[src/rtl/carp_pkg.sv]
// Shared types and constants for the CARP core front end.
package carp_pkg;

    localparam int XLEN = 32;

    // Fetch address used after reset unless the instance overrides it.
    localparam logic [XLEN-1:0] DEFAULT_RESET_PC = 32'h0000_0000;

    // RUN: no stale response expected. DROP: the outstanding response is stale.
    typedef enum logic [0:0] {
        ST_RUN  = 1'b0,
        ST_DROP = 1'b1
    } fetch_state_t;

    // One buffered instruction together with the address it was fetched from.
    typedef struct packed {
        logic [XLEN-1:0] pc;
        logic [XLEN-1:0] instr;
    } fetch_entry_t;

    // Force an address onto a word boundary by clearing its two low bits.
    function automatic logic [XLEN-1:0] align_word(input logic [XLEN-1:0] addr);
        return {addr[XLEN-1:2], 2'b00};
    endfunction

endpackage

[src/rtl/fetch_queue.sv]
// Two-entry FIFO of fetched instructions. Entry head_r is always the oldest
// word, so the head output comes straight from a register.
module fetch_queue
    import carp_pkg::*;
(
    input  logic         clk,
    input  logic         rst,
    input  logic         push,
    input  logic         pop,
    input  logic         flush,
    input  fetch_entry_t push_entry,
    output fetch_entry_t head,
    output logic         head_valid,
    output logic [1:0]   occ
);

    fetch_entry_t head_r;
    fetch_entry_t tail_r;
    logic [1:0]   occ_r;
    logic         valid_r;

    fetch_entry_t head_next_s;
    fetch_entry_t tail_next_s;
    logic [1:0]   occ_next_s;

    // Next-state of the shift-style FIFO; flush wins over push and pop.
    always_comb begin
        head_next_s = head_r;
        tail_next_s = tail_r;
        occ_next_s  = occ_r;
        if (flush) begin
            occ_next_s = 2'd0;
        end else begin
            case ({push, pop})
                2'b10: begin
                    if (occ_r == 2'd0) begin
                        head_next_s = push_entry;
                        occ_next_s  = 2'd1;
                    end else if (occ_r == 2'd1) begin
                        tail_next_s = push_entry;
                        occ_next_s  = 2'd2;
                    end else begin
                        // Full: the issue gating never lets a response land here.
                        occ_next_s = occ_r;
                    end
                end
                2'b01: begin
                    if (occ_r == 2'd2) begin
                        head_next_s = tail_r;
                        occ_next_s  = 2'd1;
                    end else if (occ_r == 2'd1) begin
                        occ_next_s = 2'd0;
                    end else begin
                        occ_next_s = occ_r;
                    end
                end
                2'b11: begin
                    if (occ_r == 2'd2) begin
                        head_next_s = tail_r;
                        tail_next_s = push_entry;
                        occ_next_s  = 2'd2;
                    end else begin
                        head_next_s = push_entry;
                        occ_next_s  = 2'd1;
                    end
                end
                default: begin
                    occ_next_s = occ_r;
                end
            endcase
        end
    end

    // Storage and registered valid flag.
    always_ff @(posedge clk) begin
        if (rst) begin
            head_r  <= '0;
            tail_r  <= '0;
            occ_r   <= 2'd0;
            valid_r <= 1'b0;
        end else begin
            head_r  <= head_next_s;
            tail_r  <= tail_next_s;
            occ_r   <= occ_next_s;
            valid_r <= (occ_next_s != 2'd0);
        end
    end

    assign head       = head_r;
    assign head_valid = valid_r;
    assign occ        = occ_r;

endmodule

[src/rtl/instr_fetch.sv]
// Instruction fetch unit: program counter, single-outstanding memory request
// tracking, redirect/squash handling and the 2-entry instruction queue.
module instr_fetch
    import carp_pkg::*;
#(
    parameter logic [XLEN-1:0] RESET_PC = DEFAULT_RESET_PC
)
(
    input  logic            clk,
    input  logic            rst,
    output logic            imem_req,
    output logic [XLEN-1:0] imem_addr,
    input  logic            imem_valid,
    input  logic [XLEN-1:0] imem_rdata,
    input  logic            redirect,
    input  logic [XLEN-1:0] redirect_pc,
    output logic            ir_valid,
    input  logic            ir_ready,
    output logic [XLEN-1:0] ir,
    output logic [XLEN-1:0] ir_pc
);

    fetch_state_t    state_r;
    logic            pending_r;
    logic [XLEN-1:0] fetch_pc_r;
    logic [XLEN-1:0] req_pc_r;

    logic            drop_s;
    logic            pop_s;
    logic            push_s;
    logic [1:0]      occ_s;
    logic [2:0]      occ_next_s;
    logic            issue_s;
    logic [XLEN-1:0] addr_s;
    fetch_entry_t    push_entry_s;
    fetch_entry_t    head_s;

    // Handshake, queue occupancy look-ahead and issue decision.
    always_comb begin
        drop_s     = (state_r == ST_DROP);
        pop_s      = ir_valid & ir_ready & ~redirect;
        push_s     = imem_valid & ~drop_s & ~redirect;
        occ_next_s = {1'b0, occ_s} + {2'b00, push_s} - {2'b00, pop_s};
        if (redirect) begin
            addr_s = align_word(redirect_pc);
        end else begin
            addr_s = fetch_pc_r;
        end
        // A redirect empties the queue, so it bypasses the space check.
        issue_s = ~rst & (~pending_r | imem_valid) & (redirect | (occ_next_s < 3'd2));
        push_entry_s.pc    = req_pc_r;
        push_entry_s.instr = imem_rdata;
    end

    // PC, outstanding-request tracking and the RUN/DROP state machine.
    always_ff @(posedge clk) begin
        if (rst) begin
            state_r    <= ST_RUN;
            pending_r  <= 1'b0;
            fetch_pc_r <= RESET_PC;
            req_pc_r   <= '0;
        end else begin
            if (issue_s) begin
                fetch_pc_r <= addr_s + 32'd4;
                req_pc_r   <= addr_s;
                pending_r  <= 1'b1;
            end else begin
                // A deferred redirect target is parked in fetch_pc until the stale reply returns.
                if (redirect) begin
                    fetch_pc_r <= align_word(redirect_pc);
                end else begin
                    fetch_pc_r <= fetch_pc_r;
                end
                if (imem_valid) begin
                    pending_r <= 1'b0;
                end else begin
                    pending_r <= pending_r;
                end
            end
            case (state_r)
                ST_RUN: begin
                    if (redirect & pending_r & ~imem_valid) begin
                        state_r <= ST_DROP;
                    end else begin
                        state_r <= ST_RUN;
                    end
                end
                ST_DROP: begin
                    if (imem_valid) begin
                        state_r <= ST_RUN;
                    end else begin
                        state_r <= ST_DROP;
                    end
                end
                default: begin
                    state_r <= ST_RUN;
                end
            endcase
        end
    end

    fetch_queue u_queue (
        .clk        (clk),
        .rst        (rst),
        .push       (push_s),
        .pop        (pop_s),
        .flush      (redirect),
        .push_entry (push_entry_s),
        .head       (head_s),
        .head_valid (ir_valid),
        .occ        (occ_s)
    );

    assign imem_req  = issue_s;
    assign imem_addr = addr_s;
    assign ir        = head_s.instr;
    assign ir_pc     = head_s.pc;

endmodule
[config.mk]
export PLATFORM = sky130hd
export DESIGN_NAME = instr_fetch
export DESIGN_NICKNAME = d
export VERILOG_FILES = /design/src/rtl/carp_pkg.sv /design/src/rtl/fetch_queue.sv /design/src/rtl/instr_fetch.sv
export SDC_FILE = /design/constraint.sdc
export NUM_CORES = 1
export LEC_CHECK = 0
export CORE_MARGIN = 2
export CORE_UTILIZATION = 51
export DETAILED_ROUTE_END_ITERATION = 12
export PLACE_DENSITY = 0.77
export SYNTH_ARGS = -nofsm -noshare
export SYNTH_HDL_FRONTEND = slang
export SYNTH_HIERARCHICAL = 1
export SYNTH_SLANG_ARGS = --single-unit
[constraint.sdc]
create_clock -name clk -period 11.2 [get_ports clk]
set_clock_uncertainty 0.15 [all_clocks]
set_input_delay 1.12 -clock clk [delete_from_list [all_inputs] [get_ports clk]]
set_output_delay 1.12 -clock clk [all_outputs]
set_load 0.03 [all_outputs]
==> results of run 1 <==
## critical path: stages
cell and delay, ps:
buf_2 70, buf_4 610, inv_1 310, and3_2 260
buf_4 370, ha_1 410, nor2b_1 140, fa_1 440
and2b_1 170, a2111o_1 330, buf_4 290, clkinv_1 160
clkdlybuf4s50_1 680
## how the worst max path moves through the flow
stage | startpoint | to | slack, ps | cells after the start
global placement | redirect | imem_req | 4540 | 13
floorplan | redirect | imem_req | 5660 | 11
finish | redirect | imem_req | 4500 | 13
CTS | redirect | imem_req | 4500 | 13
detailed placement | redirect | imem_req | 4510 | 13
global route | redirect | imem_req | 4250 | 13
## metrics by stage
step / util, % / area (sq um)
3_5_place_dp: 59.5 / 11600
6_report: 62.4 / 12100
3_3_place_gp: 59.5 / 11600
2_1_floorplan: - / 10100
5_1_grt: 62.4 / 12100
4_1_cts: 62.4 / 12100
## layout by cell type (no fill, tap or decap), drive strengths merged, types with 2 or more instances in the layout
cell           instances
a31oi                  3
a211oi                70
or3                    4
a222oi                 2
o31a                   7
o21ai                 97
nor2b                  5
a21oi                 12
nor3                  16
or3b                   2
nor4                   7
ha                     8
inv                   35
clkbuf                19
and3                   5
nand2b               132
nor2                  29
clkinvlp               2
nand3b                94
bufinv                 2
dfxtp                197
o22ai                  2
nand4                 12
o31ai                  2
a21boi                 2
clkinv                 9
a32oi                  2
xnor2                 12
nand2                 33
nand3                 17
and2b                  4
buf                   15
nand4b                 5
and4                   2
mux2                   6
mux2i                 86
a311oi                65
clkdlybuf4s50        162
## per-layer routing
metal	GRT usage [%]	up-vias	share of wire (%)
met2	38.1	300	45
met5	0	-	0
met1	33.6	4126	47
met4	7.92	0	1.9
li1	-	4208	-
met3	4.53	32	6.1
## cell families (layout without fill, tap and decap cells)
logic type / after synthesis / count (layout)
XOR/XNOR: 12 / 12
AND/OR/NAND/NOR: 374 / 374
buffers and inverters: 141 / 244
multiplexers: 92 / 92
flip-flops: 197 / 197
adder cells (fa/ha/maj): 9 / 9
AO/OA/AOI/OAI: 275 / 275
## sequential cells by signal, summed over array words and instances, names as in the netlist
register            cells
drop_s                  1
req_pc_r               32
fetch_pc_r             32
u_queue/occ             2
u_queue/tail_r         64
u_queue/head_valid      1
pending_r               1
u_queue/head           64
## layout make-up
class                   count  area (sq um)
clock buffers              19           443
flip-flops and latches    197          3940
well taps                 265           332
repair buffers            177          1740
inverters                  36           135
multi-input cells         762          5430
fillers                  1646          7320
clock inverters            12           130
## power by group
part	leakage, nW	internal, mW	total, mW	switching [mW]
sequential	1.61	0.732	0.754	0.0226
clock	0.279	0.334	0.602	0.268
combinational	2.18	0.115	0.269	0.154
total	4.06	1.18	1.63	0.445
==> flow_metrics.env, run 1 <==
export IMPL_outcome="finished clean"
export IMPL_r2r_slack_ps=6700
export IMPL_cts_made_buffers=17
export IMPL_cts_path_max_buffers=2
export IMPL_die_h_um=145
export IMPL_hold_ws_ps=324
export IMPL_syn2layout_area_growth_pct=19.9
export IMPL_max_cap_violations=0
export IMPL_clock_sinks=197
export IMPL_power_density_mw_per_mm2=134
export IMPL_drcViolationCount=0
export IMPL_netlist_top_cell_by_area="dfxtp_1"
export IMPL_synth_xor_area_share_pct=1.04
export IMPL_slew_violations=0
export IMPL_tightest_slew_ps=1080
export IMPL_synth_commonest_cells="dfxtp_1 (197), nand2b_1 (132), o21ai_0 (97), nand3b_1 (93), mux2i_1 (86)"
export IMPL_worstReg2RegEnd="fetch_pc_r[22]$_SDFF_PP0_"
export IMPL_syn_num_nets=1178
export IMPL_synth_simple_gate_area_share_pct=23.1
export IMPL_synth_warnings=6
export IMPL_dp_cells=1437
export IMPL_synth_top_area_share_pct=38.9
export IMPL_leakagePower_nw=4.06
export IMPL_clockRootBuffer="clkbuf_16"
export IMPL_synth_compound_area_share_pct=18.9
export IMPL_wl_per_cell_um=17.8
export IMPL_rsz0062_at_grt="no"
export IMPL_setup_tns_ps=0
export IMPL_ant_nets=0
export IMPL_avgViaCountPerCell=5.90
export IMPL_yosysSeqAreaShare_pct=38.9
export IMPL_syn_area_per_cell_sq_um=9.21
export IMPL_clk_pin_slew_ps=70
export IMPL_synth_top_family_by_area="simple AND/OR/NAND/NOR gates"
export IMPL_grt_pass1_vias=8254
export IMPL_place_ws_ps=4510
export IMPL_synth_edf_count=0
export IMPL_htreeDepth=4
export IMPL_synth_area_leaders="dfxtp_1 (39%), mux2i_1 (8.5%), nand2b_1 (8.2%), nand3b_1 (6.9%), a311oi_1 (5.4%)"
export IMPL_die_area_sq_mm=0.0210
export IMPL_final_hold_viol_count=0
export IMPL_grt_max_degree=145
export IMPL_min_period_over_period_pct=59.8
export IMPL_max_freq_ghz=0.149
export IMPL_cp_max_fo=77
export IMPL_setup_violations=0
export IMPL_drt_initial_drc_count=620
export IMPL_final_cells=1468
export IMPL_initial_core_util_pct=52.1
export IMPL_setup_ws_ps=4500
export IMPL_path_class="in2out"
export IMPL_min_period_ps=6700
export IMPL_rows=51
export IMPL_firstDrtPassIters=7
export IMPL_power_total_mw=1.63
export IMPL_track_usage_pct=24.2
export IMPL_yosys_mux_area_fraction_pct=9.20
export IMPL_holdCritStartpoint="u_queue/tail_r[22]$_SDFFE_PP0P_"
export IMPL_hold_buffers=0
export IMPL_io_pins=167
export IMPL_diodes=0
export IMPL_synthesis_area_sq_mm=0.0101
export IMPL_fin_nets=1269
export IMPL_tritoncts="done"
export IMPL_arrival_ps=5430
export IMPL_synth_distinct_cells=66
export IMPL_ys_ff_latch=197
export IMPL_worst_skew_pair_late_latency_ps=430
export IMPL_holdCritPathClass="reg2reg"
export IMPL_syn_instance_count=1100
export IMPL_grt_first_pass_wirelength_um=42300
export IMPL_yosysMostFrequentCell="dfxtp_1"
export IMPL_layout_drive_gt1_share_pct=5.49
export IMPL_core_sq_mm=0.0195
export IMPL_hpwlAfterDp_um=15700
export IMPL_vdd_drop_max_mv=0.105
export IMPL_ff2ff_path_depth=13
export IMPL_synth_fa_ha_area_share_pct=1.19
export IMPL_post_cts_buffers=0
export IMPL_async_flop_share_pct=0
export IMPL_holdPathEnd="u_queue/tail_r[22]$_SDFFE_PP0P_"
export IMPL_required_ps=9930
export IMPL_grt_overflow=0
export IMPL_dieWidth_um=145
export IMPL_finalWirelength_um=26200
export IMPL_gp_congestion=0.870
export IMPL_holdPathStages=2
export IMPL_worstReg2RegStart="u_queue/head_valid$_SDFF_PP0_"
export IMPL_yosys_most_used_dff="dfxtp_1"
export IMPL_worstSetupEndpointType="output port"
export IMPL_grt_antenna_before_repair=0
export IMPL_crit_path_start_kind="input port"
export IMPL_max_slew_margin_pct=28.1
export IMPL_port_buffers=164
export IMPL_vias=8666
export IMPL_postCtsResizedCells=0
(Power assumes the default switching activity.)
==> run 2: changes to the inputs <==
- clock period: 11.2 -> 6.6 ns (I/O delays scaled with it)
==> flow_metrics.env, run 2 (same netlist as run 1, synthesis figures left out) <==
export IMPL_fin_nets=1269
export IMPL_hpwlAfterDp_um=15800
export IMPL_tightest_slew_ps=1120
export IMPL_initial_core_util_pct=52.1
export IMPL_clock_sinks=197
export IMPL_diodes=0
export IMPL_cts_made_buffers=17
export IMPL_clockRootBuffer="clkbuf_16"
export IMPL_die_area_sq_mm=0.0210
export IMPL_worstSetupEndpointType="output port"
export IMPL_vias=8687
export IMPL_max_freq_ghz=0.227
export IMPL_path_class="in2out"
export IMPL_min_period_over_period_pct=66.8
export IMPL_finalWirelength_um=26200
export IMPL_cp_max_fo=70
export IMPL_io_pins=167
export IMPL_outcome="finished clean"
export IMPL_rsz0062_at_grt="no"
export IMPL_arrival_ps=3600
export IMPL_die_h_um=145
export IMPL_track_usage_pct=24.0
export IMPL_power_density_mw_per_mm2=227
export IMPL_postCtsResizedCells=0
export IMPL_mostFrequentLayoutCell="dfxtp_1"
export IMPL_grt_max_degree=170
export IMPL_final_cell_mix="dfxtp_1 (197), clkdlybuf4s50_1 (162), nand2b_1 (132), o21ai_0 (97), nand3b_1 (93)"
export IMPL_grt_overflow=0
export IMPL_tritoncts="done"
export IMPL_dieWidth_um=145
export IMPL_htreeDepth=4
export IMPL_crit_path_start_kind="input port"
export IMPL_ant_nets=0
export IMPL_ff2ff_path_depth=7
export IMPL_final_cells=1469
export IMPL_final_util_pct=62.4
export IMPL_dpl_instance_area_sq_mm=0.0116
export IMPL_max_cap_violations=0
export IMPL_clk_pin_slew_ps=70
export IMPL_grt_first_pass_wirelength_um=41900
export IMPL_avgViaCountPerCell=5.91
export IMPL_setup_violations=0
export IMPL_drcViolationCount=0
export IMPL_slew_violations=0
export IMPL_syn2layout_area_growth_pct=19.8
export IMPL_firstDrtPassIters=5
export IMPL_holdPathStages=2
export IMPL_vdd_drop_max_mv=0.195
export IMPL_hold_buffers=0
export IMPL_worst_skew_pair_late_latency_ps=430
export IMPL_setup_tns_ps=0
export IMPL_cts_path_max_buffers=2
export IMPL_wl_per_cell_um=17.8
export IMPL_grt_pass1_vias=7954
export IMPL_num_fill_cells=1648
export IMPL_grt_antenna_before_repair=0
export IMPL_final_area_sq_mm=0.0121
export IMPL_max_slew_margin_pct=25.4
export IMPL_final_hold_viol_count=0
export IMPL_dp_cells=1437
export IMPL_leakagePower_nw=4.07
export IMPL_gp_congestion=0.899
export IMPL_power_total_mw=2.76
export IMPL_holdCritPathClass="reg2reg"
export IMPL_port_buffers=164
export IMPL_layout_drive_gt1_share_pct=5.56
export IMPL_rows=51
export IMPL_drt_initial_drc_count=734
export IMPL_post_cts_buffers=0
export IMPL_core_sq_mm=0.0195
export IMPL_required_ps=5790
export IMPL_min_period_ps=4410
run 2: cell types whose count changed in the layout (fill, tap and decap cells not counted):
cell        change
clkinv_2        -2
inv_8           +2
bufinv_16       -1
clkbuf_8        -1
inv_6           +4
clkinv_4        +1
clkinvlp_4      -2
run 2: critical path, cell delays in order:
cell and delay, ps:
buf_2 90, buf_4 610, nor3b_1 130, buf_4 200
nor2b_1 140, fa_1 450, and2b_1 170, a2111o_1 350
clkinv_1 100, clkdlybuf4s50_1 680
run 2: stage by stage:
step / setup WS, ps / hold slack, ps
finish: 2190 / 323
global route: 2050 / 333
CTS: 2190 / 325
detailed placement: 1970 / 312
global placement: 2010 / 308
floorplan: 1980 / 290
run 2: power breakdown:
| part | internal [mW] | total, mW | switching (mW) |
|---|---|---|---|
| Sequential | 1.24 | 1.28 | 0.0381 |
| Clock | 0.534 | 1.02 | 0.491 |
| Combinational | 0.195 | 0.457 | 0.262 |
| Total | 1.97 | 2.76 | 0.791 |
run 2: cell type report:
| cell class | count | area (sq um) | area share [%] |
|---|---|---|---|
| Multi-Input combinational cell | 762 | 5430 | 44.7 |
| Sequential cell | 197 | 3940 | 32.5 |
| Timing Repair Buffer | 177 | 1740 | 14.3 |
| Clock buffer | 18 | 429 | 3.53 |
| Tap cell | 265 | 332 | 2.73 |
| Clock inverter | 14 | 141 | 1.16 |
| Inverter | 36 | 135 | 1.11 |
run 2: final timing paths:
kind	from	to	slack (ps)
setup reg to reg	u_queue/head_valid$_SDFF_PP0_	u_queue/head[47]$_SDFFE_PP0P_	2740
hold reg to reg	u_queue/tail_r[21]$_SDFFE_PP0P_	u_queue/tail_r[21]$_SDFFE_PP0P_	320
setup / recovery	redirect	imem_req	2190
hold / removal	u_queue/tail_r[21]$_SDFFE_PP0P_	u_queue/tail_r[21]$_SDFFE_PP0P_	320
run 2: layer usage:
layer / track usage, % / part of all wire [%] / wire length (um) / up-vias
met4: 7.92 / 1.5 / 406 / 0
met5: 0 / 0 / 0 / -
met1: 33.8 / 47 / 12200 / 4151
li1: - / - / - / 4194
met3: 4.37 / 6.8 / 1780 / 23
met2: 37.1 / 45 / 11800 / 319
==> run 3: changes to the inputs <==
- CORE_UTILIZATION: 51 -> 49
- clock period: 6.6 -> 3.6 ns (I/O delays scaled with it)
==> flow_metrics.env, run 3 (same netlist as run 1, synthesis figures left out) <==
export IMPL_outcome="finished clean"
export IMPL_gp_congestion=0.875
export IMPL_die_h_um=148
export IMPL_power_density_mw_per_mm2=415
export IMPL_crit_path_start_kind="input port"
export IMPL_die_area_sq_mm=0.0218
export IMPL_track_usage_pct=23.8
export IMPL_slowest_delay_ps=440
export IMPL_io_pins=167
export IMPL_r2r_slack_ps=530
export IMPL_grt_pass1_vias=8170
export IMPL_cp_slowest_cell="fa_1"
export IMPL_setup_violations=0
export IMPL_share_comb_of_total_power_pct=16.6
export IMPL_final_area_sq_mm=0.0124
export IMPL_layout_drive_gt1_share_pct=7.50
export IMPL_holdPathEnd="fetch_pc_r[15]$_SDFF_PP0_"
export IMPL_setup_tns_ps=0
export IMPL_cp_cell_sequence="clkdlybuf4s50_1, and3_2, ha_1, nor2b_1, fa_1, and2b_1, a2111o_1, clkinv_1, buf_12, buf_4"
export IMPL_diodes=0
export IMPL_drcViolationCount=0
export IMPL_vdd_drop_max_mv=0.329
export IMPL_final_hold_viol_count=0
export IMPL_min_period_ps=3420
export IMPL_wl_per_cell_um=17.5
export IMPL_path_class="in2out"
export IMPL_ff2ff_path_depth=11
export IMPL_dieWidth_um=148
export IMPL_tightest_slew_ps=873
export IMPL_tritoncts="done"
export IMPL_clockRootBuffer="clkbuf_16"
export IMPL_switching_share_pct=28.2
export IMPL_rsz0062_at_grt="no"
export IMPL_firstDrtPassIters=5
export IMPL_ant_nets=0
export IMPL_grt_first_pass_wirelength_um=42700
export IMPL_mostFrequentLayoutCell="dfxtp_1"
export IMPL_vias=8720
export IMPL_holdCritPathClass="in2reg"
export IMPL_fin_nets=1291
export IMPL_cell_internal_pwr_mw=3.70
export IMPL_cp_max_fo=26
export IMPL_clk_pin_slew_ps=70
export IMPL_cts_made_buffers=17
export IMPL_clock_sinks=197
export IMPL_final_cell_mix="dfxtp_1 (197), clkdlybuf4s50_1 (161), nand2b_1 (132), o21ai_0 (97), nand3b_1 (93)"
export IMPL_max_slew_margin_pct=41.8
export IMPL_slew_violations=0
export IMPL_holdCritStartpoint="rst"
export IMPL_port_buffers=164
export IMPL_arrival_ps=2910
export IMPL_worstReg2RegStart="u_queue/head_valid$_SDFF_PP0_"
export IMPL_finalWirelength_um=26200
export IMPL_worstSetupEndpointType="output port"
export IMPL_hpwlAfterDp_um=16300
export IMPL_final_util_pct=61.3
export IMPL_grt_max_degree=105
export IMPL_post_cts_buffers=0
export IMPL_drt_initial_drc_count=634
export IMPL_avgViaCountPerCell=5.83
export IMPL_cts_path_max_buffers=2
export IMPL_htreeDepth=4
export IMPL_required_ps=3090
export IMPL_syn2layout_area_growth_pct=22.5
export IMPL_grt_antenna_before_repair=0
export IMPL_postCtsResizedCells=0
export IMPL_holdPathStages=2
export IMPL_worstReg2RegEnd="fetch_pc_r[26]$_SDFF_PP0_"
export IMPL_hold_ws_ps=245
export IMPL_max_cap_violations=0
export IMPL_clock_power_share_pct=37.8
export IMPL_power_total_mw=5.15
export IMPL_p_seq_share_pct=45.6
export IMPL_dpl_instance_area_sq_mm=0.0118
export IMPL_worst_skew_pair_late_latency_ps=440
export IMPL_initial_core_util_pct=50.1
export IMPL_leakagePower_nw=4.21
export IMPL_min_period_over_period_pct=95.0
export IMPL_rows=52
export IMPL_core_sq_mm=0.0202
export IMPL_grt_overflow=0
export IMPL_max_freq_ghz=0.293
export IMPL_power_switching_mw=1.45
export IMPL_hold_buffers=0
## run 3: power by group through the flow
stage	Sequential, mW	Combinational (mW)	Clock, mW
2_1_floorplan	2.45	0.455	0
3_3_place_gp	2.40	0.840	0
3_5_place_dp	2.40	0.850	0
4_1_cts	2.35	0.854	1.98
5_1_grt	2.36	0.926	2.06
6_report	2.35	0.856	1.94
## run 3: area by class of cell
type                            count  area, sq um
Clock buffer                       17          425
Clock inverter                     15          168
Fill cell                        1715         7830
Inverter                           36          135
Multi-Input combinational cell    762         5440
Sequential cell                   197         3940
Tap cell                          270          338
Timing Repair Buffer              199         1960
## run 3: worst max-delay path by stage
stage	startpoint	end	slack (ps)
floorplan	redirect	fetch_pc_r[22]$_SDFF_PP0_	40
global placement	ir_ready	fetch_pc_r[26]$_SDFF_PP0_	60
detailed placement	ir_ready	fetch_pc_r[26]$_SDFF_PP0_	70
CTS	ir_ready	imem_req	160
global route	u_queue/occ[0]$_SDFF_PP0_	imem_req	50
finish	ir_ready	imem_req	180
## run 3: metal layers
layer	routed length, um	global-route usage (%)	up-vias
met5	0	0	-
met4	395	6.88	0
met3	1530	3.70	25
met2	11700	36.7	295
met1	12600	34.5	4135
li1	-	-	4265
## run 3: metrics by stage
step	worst slack, ps	cells
5_1_grt	49.2	1496
4_1_cts	163	1496
2_1_floorplan	36.5	1100
3_5_place_dp	65.8	1464
3_3_place_gp	61.3	1464
6_report	182	1496
## run 3: critical path, delay by kind of cell
family	cells	cell delay (ps)
and+or+nand+nor	3	520
buffers and inverters	4	910
adders and majority gates	2	720
AOI/OAI and AO/OA	1	390
